File: config.mk
export PLATFORM = sky130hd
export DESIGN_NAME = segment_scan_controller
export DESIGN_NICKNAME = d
export VERILOG_FILES = /design/src/rtl/segment_scan_controller.sv
export SDC_FILE = /design/constraint.sdc
export NUM_CORES = 1
export LEC_CHECK = 0
export ABC_AREA = 1
export BUFFER_PORTS_ARGS = -buffer_cell sky130_fd_sc_hd__buf_2
export CAP_MARGIN = 20
export CORE_MARGIN = 2
export CORE_UTILIZATION = 45
export DETAILED_ROUTE_END_ITERATION = 8
export GPL_TIMING_DRIVEN = 0
export PLACE_DENSITY = 0.63
export SYNTH_ARGS = -nofsm -noshare
export SYNTH_HDL_FRONTEND = slang
export SYNTH_SLANG_ARGS = --single-unit
export TNS_END_PERCENT = 1
File: constraint.sdc
create_clock -name clock -period 2.1 [get_ports clock]
set_input_delay 0.42 -clock clock [delete_from_list [all_inputs] [get_ports clock]]
set_output_delay 0.42 -clock clock [all_outputs]
set_load 0.05 [all_outputs]
File: src/rtl/segment_scan_controller.sv
// Two-digit seven-segment scan controller with frame-aligned shadow digit updates.
// Define SEG_GHOST_BLANK_EN to insert all-off blanking gaps after each digit.
module segment_scan_controller #(
  parameter int DWELL_CYCLES = 100000,
  parameter int BLANK_CYCLES = 1000
) (
  input  logic       clock,
  input  logic       reset,
  input  logic       enable,
  input  logic [3:0] right_digit,
  input  logic [3:0] left_digit,
  input  logic       upd_valid,
  output logic       upd_ready,
  output logic       a0,
  output logic       a1,
  output logic [6:0] cathode,
  output logic       frame_tick
);

  localparam int MAXC = (DWELL_CYCLES > BLANK_CYCLES) ? DWELL_CYCLES : BLANK_CYCLES;
  localparam int CW   = (MAXC > 1) ? $clog2(MAXC) : 1;

  localparam logic [2:0] IDLE    = 3'd0;
  localparam logic [2:0] DRIVE_R = 3'd1;
  localparam logic [2:0] DRIVE_L = 3'd3;
`ifdef SEG_GHOST_BLANK_EN
  localparam logic [2:0] BLANK_R = 3'd2;
  localparam logic [2:0] BLANK_L = 3'd4;
`endif

  logic [2:0]    state, nstate;
  logic [CW-1:0] cnt;
  logic [3:0]    rsh, lsh, nr, nl;
  logic          dwell_end, frame_end, xfer;

  function automatic logic [6:0] seg7(input logic [3:0] v);
    case (v)
      4'h0: seg7 = 7'b0000001;
      4'h1: seg7 = 7'b1001111;
      4'h2: seg7 = 7'b0010010;
      4'h3: seg7 = 7'b0000110;
      4'h4: seg7 = 7'b1001100;
      4'h5: seg7 = 7'b0100100;
      4'h6: seg7 = 7'b0100000;
      4'h7: seg7 = 7'b0001111;
      4'h8: seg7 = 7'b0000000;
      4'h9: seg7 = 7'b0000100;
      4'hA: seg7 = 7'b0001000;
      4'hB: seg7 = 7'b1100000;
      4'hC: seg7 = 7'b0110001;
      4'hD: seg7 = 7'b1000010;
      4'hE: seg7 = 7'b0110000;
      default: seg7 = 7'b0111000;
    endcase
  endfunction

  assign dwell_end = (cnt == CW'(DWELL_CYCLES - 1));

`ifdef SEG_GHOST_BLANK_EN
  logic blank_end;
  assign blank_end = (cnt == CW'(BLANK_CYCLES - 1));
  assign frame_end = (state == BLANK_L) && blank_end;
`else
  assign frame_end = (state == DRIVE_L) && dwell_end;
`endif

  assign upd_ready = (state == IDLE) || frame_end;
  assign xfer      = upd_valid && upd_ready;
  // new digits must reach the registered cathode on the very edge they are captured
  assign nr        = xfer ? right_digit : rsh;
  assign nl        = xfer ? left_digit  : lsh;

  always_comb begin
    nstate = state;
    case (state)
      IDLE:    nstate = DRIVE_R;
`ifdef SEG_GHOST_BLANK_EN
      DRIVE_R: if (dwell_end) nstate = BLANK_R;
      BLANK_R: if (blank_end) nstate = DRIVE_L;
      DRIVE_L: if (dwell_end) nstate = BLANK_L;
      BLANK_L: if (blank_end) nstate = DRIVE_R;
`else
      DRIVE_R: if (dwell_end) nstate = DRIVE_L;
      DRIVE_L: if (dwell_end) nstate = DRIVE_R;
`endif
      default: nstate = IDLE;
    endcase
    if (!enable) nstate = IDLE;
  end

  always_ff @(posedge clock or posedge reset) begin
    if (reset) begin
      state      <= IDLE;
      cnt        <= '0;
      rsh        <= '0;
      lsh        <= '0;
      a0         <= 1'b1;
      a1         <= 1'b1;
      cathode    <= 7'h7F;
      frame_tick <= 1'b0;
    end else begin
      state <= nstate;
      cnt   <= (nstate != state || nstate == IDLE) ? '0 : cnt + CW'(1);
      if (xfer) begin
        rsh <= right_digit;
        lsh <= left_digit;
      end
      a0 <= (nstate != DRIVE_R);
      a1 <= (nstate != DRIVE_L);
      if (nstate == DRIVE_R)      cathode <= seg7(nr);
      else if (nstate == DRIVE_L) cathode <= seg7(nl);
      else                        cathode <= 7'h7F;
      // wrap into DRIVE_R marks a frame boundary; start-up from IDLE does not
      frame_tick <= (nstate == DRIVE_R) && (state != DRIVE_R) && (state != IDLE);
    end
  end

endmodule

**After elaboration in Yosys (flattened, before gate mapping)**

Memory sizes are Yosys's and may differ from the RTL's.
Cells that the tools add are included.

- Mux-type cells: 9
- Reduce and logical (&&, ||, !) cells: 9
- $add $sub $neg: 1
- Eq/ne operators: 9

Operators with widths:

| operator | count |
|---|---|
| 17-bit by 1-bit adder with 17-bit output, second input constant | 1 |
| 17-bit == test, second input constant | 1 |
| 17-bit 2-to-1 mux | 1 |
| 7-bit 2-to-1 mux | 2 |
| 3-bit 2-to-1 mux | 3 |
| 3-bit one-hot mux with 3 select lines | 1 |
| 4-bit 2-to-1 mux | 2 |
| 3-bit by 1-bit == test with 1-bit output, second input constant | 2 |
| 3-bit by 2-bit == test with 1-bit output, second input constant | 2 |
| 3-bit zero test | 2 |
| 3-bit by 1-bit != test with 1-bit output, second input constant | 2 |
| 1-bit logical AND | 4 |
| 3-bit by 2-bit != test with 1-bit output, second input constant | 1 |
| 3-bit != test | 1 |
| 3-bit nonzero test | 1 |
| 1-bit logical OR | 2 |

- Flip-flop bits (word level): 38
- Memories: 2
- ROM bits: 224

Memory list:

| name | depth | width | rd ports | clocked after Yosys merged registers in | write ports | line | source |
|---|---|---|---|---|---|---|---|
| (no name shown) | 16 | 7 | 1 | 0 | 0 | 37 | `case (v)` |
| (no name shown) | 16 | 7 | 1 | 0 | 0 | 37 |  |

**Logic depth before layout (Yosys ltp)**

An unclocked memory read counts as a cell.

- Depth in word-level cells: 8
- Mapped depth: 18

**Worst setup path before layout**

OpenSTA, ideal clock, no wires.

- Path kind: flip-flop to flip-flop
- Start: register cnt[0]
- End: register cathode[5]
- Library setup time: 0.076 ns
- Slack: -0.983 ns
- Cell stages (with the launch flop): 15
- Data arrival time: 3.007 ns
- Cells stage by stage: dfrtp_1 -> ha_1 -> nand2_1 -> nor2_1 -> nand3_2 -> o21ai_0 -> nand3_1 -> nand2_1 -> ha_1 -> nand3_1 -> nor2_1 -> nor2_1 -> nand2_1 -> nand2_1 -> nand2_1

- Cells in the longest elaborated chain, start to end: 8

RTL lines:

| element | line | source |
|---|---|---|
| start, declared | 32 | `logic [CW-1:0] cnt;` |
| start signal, assigned | 103 | `cnt <= (nstate != state \|\| nstate == IDLE) ? '0 : cnt + CW'(1);` |
| 17-bit == test (*) | 57 | `assign dwell_end = (cnt == CW'(DWELL_CYCLES - 1));` |
| 1-bit logical AND (*) | 64 | `assign frame_end = (state == DRIVE_L) && dwell_end;` |
| 1-bit logical OR (*) | 67 | `assign upd_ready = (state == IDLE) \|\| frame_end;` |
| named net upd_ready | 13 | `output logic upd_ready,` |
| 1-bit logical AND (*) | 68 | `assign xfer = upd_valid && upd_ready;` |
| 4-bit 2-to-1 mux | -- |  |
| memory read 16 x 7 bit | -- |  |
| 7-bit 2-to-1 mux | 111 | `else if (nstate == DRIVE_L) cathode <= seg7(nl);` |
| 7-bit 2-to-1 mux (*) | 110 | `if (nstate == DRIVE_R) cathode <= seg7(nr);` |
| end signal, assigned | 110 |  |
| end signal, assigned | 111 |  |
| end, declared | 16 | `output logic [6:0] cathode,` |

Mark *: on every way through the listed nets, which the timed path passes. The rest lies on a longest branch.

**Final worst setup path**

- Start: register cnt[6]
- End: register cathode[1]

- Cells in the longest elaborated chain, start to end: 8

RTL lines:

| element | line | source |
|---|---|---|
| 17-bit == test | 57 |  |
| 1-bit logical AND | 64 |  |
| 1-bit logical OR | 67 |  |
| 1-bit logical AND | 68 |  |
| 4-bit 2-to-1 mux | -- |  |
| named net nl[1] | 33 | `logic [3:0] rsh, lsh, nr, nl;` |
| memory read 16 x 7 bit | -- |  |
| 7-bit 2-to-1 mux | 111 |  |
| 7-bit 2-to-1 mux | 110 |  |

The timed path passes the listed nets, and every way through them passes these cells.

==> metrics.csv <==
metric,value,unit
Hold Path Class,in2async,
number of distinct library cells after synthesis,33,
Antenna Diode Count,0,
count of TritonRoute iterations in the first routing pass,4,
num rows,26,
average via count per standard cell,4.86,
"non-filler cells, final",436,
count of mapped cells out of synthesis,315,
height of the die,76.6,µm
dominant cell by count in the synthesized netlist,nand2_1,
Yosys warning count,0,
Filler cells,488,
Total Power Consumption,2.23,mW
clock network power share,27.7,%
unrepaired setup endpoints after global routing,true,
antenna violations before repair,0,
Flop pwr share,36.8,%
Clock H-tree levels,2,
XOR/XNOR share of the synthesized area,1.48,%
cell at the root of the clock tree,clkbuf_8,
fraction of layout instances using a drive strength above 1,33.3,%
synthesis-to-finish area growth,30.1,%
Tightest Pin Transition,0.795,ns
library cell occupying the most area in the post-synthesis netlist,dfrtp_1,
status,finished with violations,
leading post-synthesis cells by cell area,"dfrtp_1 31%, nand2_1 14%, dfstp_2 10%",
placeable core region,5110,µm²
wire length of the first global-routing pass,9260,µm
post-route DRC violation count,0,
data arrival time of the critical path,2.40,ns
Required @ worst endpoint,2.32,ns
post-synthesis simple-gate area fraction,37.3,%
Yosys top cell area share,30.6,%
"Hold-fix buffers, CTS",0,
remaining max-slew budget at the tightest pin,46.9,%
final critical delay including setup and external delays,2.18,ns
clock sinks,38,
clock transition at the registers of the reported paths,0.07,ns
worst setup slack after layout,-0.0817,ns
total count of max-transition violations in the final report,0,
Critical Path End Type,flip-flop,
weighted congestion at the end of routability-driven global placement,0.895,
Detail Route Antenna Nets,0,
worst-skew pair later-pin latency,0.29,ns
"Setup violations, final",8,
violated checks,setup timing,
CTS buffer count,5,
Synth Area per Inst,7.52,µm²
power density over the cells,722,nW/µm²
Synth async-reset ratio,100,%
fraction of power spent switching nets,35.6,%
leakage power,1.50,nW
number of register bits inferred by synthesis,38,
Vias,2120,
total gr overflow,0,
synth cell count leaders,"89 x nand2_1, 46 x inv_1, 33 x nor2_1, 29 x dfrtp_1, 29 x nand3_1",
Synth Net Count,341,
post-place setup slack,-0.399,ns
Peak supply drop,0.378,mV
total wire length after detailed routing,5210,µm
critical path type,reg2reg,
power share of the combinational group,35.5,%
Synth Area in Adders,7.39,%
post-synthesis cell area,2370,µm²
Die Outline Area,5860,µm²
initial core utilization,46.4,%
compound-gate portion of the synthesized area,4.54,%
multiplexer area fraction after synthesis,0,%
CTS tree,built,
number of global-route vias before repair,2083,
Fmax,0.458,GHz
clock skew after layout,0.00640,ns
largest fanout on the critical path,5,
largest buffer count on any clock path,2,
Max Cap Viol,0,
internal power consumption,1.43,mW
post-synthesis sequential area ratio,40.6,%
Detailed Route Iter0 Violations,101,
"Period Utilization, post-route",104,%
top-level I/O count,23,
"EDFF count, synth",0,
maximum number of pins on one net before global-route repair,39,
final hold vios,0,
Tot GR Track Use,19.6,%
startpoint types,flip-flop,
horizontal die dimension,76.6,µm
drt wl/cell,11.9,µm
"number of placed instances, taps included",406,
Layout Nets,391,
sum of net half-perimeters after detailed placement,3640,µm
number of port buffers,21,
largest family of logic cells by synthesized area,simple AND/OR/NAND/NOR gates,
prevailing post-synth register cell,dfrtp_1,
net switching power,0.792,mW
-- metrics by stage --
| step | TNS [ns] | hold WS [ns] | instance area, µm² | utilization (%) |
|---|---|---|---|---|
| floorplan | -0.0690 | 0.433 | 2390 | - |
| global placement | -2.51 | 0.455 | 2590 | 50.7 |
| detailed placement | -2.52 | 0.458 | 2590 | 50.7 |
| CTS | -0.609 | 0.309 | 2950 | 57.7 |
| global route | -1.78 | 0.356 | 3080 | 60.4 |
| finish | -0.419 | 0.274 | 3080 | 60.4 |
-- power by group through the flow --
stage          clock network [mW]  logic, mW  registers, mW
5_1_grt                     0.670      0.880          0.825
3_3_place_gp                    0      0.620          0.833
2_1_floorplan                   0      0.421          0.904
3_5_place_dp                    0      0.624          0.833
4_1_cts                     0.637      0.728          0.819
6_report                    0.617      0.789          0.819
-- layer usage --
| layer | track usage, % | vias up | share of wire [%] |
|---|---|---|---|
| li1 | - | 1089 | - |
| met1 | 24.5 | 981 | 44 |
| met2 | 33.4 | 40 | 50 |
| met3 | 4.15 | 10 | 4.1 |
| met4 | 6.91 | 0 | 2.0 |
| met5 | 0 | - | 0 |
-- flip-flops by register name, summed over array words and instances, names as in the netlist --
register and count:
state 3, a1 1, frame_tick 1, lsh 4, a0 1, cnt 17
rsh 4, cathode 7
-- layout by cell type, fill, tap and decap left out, types with 4 or more instances in the layout --
| cell | netlist | layout |
|---|---|---|
| inv_2 | 1 | 5 |
| ha_1 | 14 | 5 |
| clkbuf_8 | 0 | 5 |
| nand2_1 | 89 | 82 |
| nor3b_1 | 5 | 5 |
| nand4_1 | 9 | 9 |
| buf_6 | 1 | 4 |
| nand2_2 | 9 | 12 |
| dfrtp_1 | 29 | 29 |
| buf_2 | 0 | 20 |
| nand3_2 | 1 | 5 |
| nor3_1 | 9 | 6 |
| nand2_4 | 2 | 6 |
| buf_4 | 0 | 19 |
| inv_1 | 46 | 41 |
| dfstp_2 | 9 | 9 |
| nand3_1 | 29 | 24 |
| o21ai_4 | 2 | 4 |
| nor2_1 | 33 | 25 |
| ha_4 | 0 | 6 |
| nor2_2 | 2 | 9 |
-- cells by family (layout without fill, tap and decap cells) --
| group | count (synthesis) | count (layout) |
|---|---|---|
| compound gates | 15 | 15 |
| xor+xnor | 4 | 4 |
| fa+ha+maj | 14 | 14 |
| buf+inv | 51 | 102 |
| flops | 38 | 38 |
| other cells | 1 | 1 |
| simple gates | 192 | 192 |
-- cell type report --
| class | instances | area [µm²] | area share (%) |
|---|---|---|---|
| multi-input combinational | 226 | 1430 | 46.3 |
| sequential | 38 | 962 | 31.2 |
| timing repair buffer | 43 | 288 | 9.33 |
| inverter | 48 | 184 | 5.97 |
| tap | 70 | 87.6 | 2.84 |
| clock buffer | 5 | 68.8 | 2.23 |
| clock inverter | 3 | 40.0 | 1.30 |
| buffer | 3 | 25.0 | 0.812 |
-- critical path, stage by stage, from the launching register on --
cell	delay [ns]
dfrtp_1	0.41
inv_2	0.08
nand2_4	0.06
nor3_4	0.23
nand3_4	0.11
nand2_4	0.09
buf_6	0.11
buf_6	0.09
nand4_1	0.12
nand2_4	0.17
inv_2	0.07
ha_2	0.18
nand2_2	0.08
nand2_1	0.06
nand2_1	0.06
nand2_1	0.06
nand2_1	0.07
nand2_1	0.06
-- final timing paths --
path / end / slack (ns) / cells after the start / startpoint
setup / recovery: cathode[1] / -0.08 / 17 / cnt[6]
min in group clock: state[0] / 0.40 / 3 / enable
max in group asynchronous: lsh[0] / 1.32 / 2 / reset
hold reg to reg: frame_tick / 0.55 / 2 / state[2]
setup reg to reg: cathode[1] / -0.08 / 17 / cnt[6]
hold / removal: cnt[3] / 0.27 / 2 / reset
-- timing repair --
item	4_1_cts	5_1_grt
buffers inserted	18	4
setup endpoints to repair	8	19
pin swaps	7	11
gates resized for setup	28	27
Note: power is estimated with default switching activity, not from simulation.
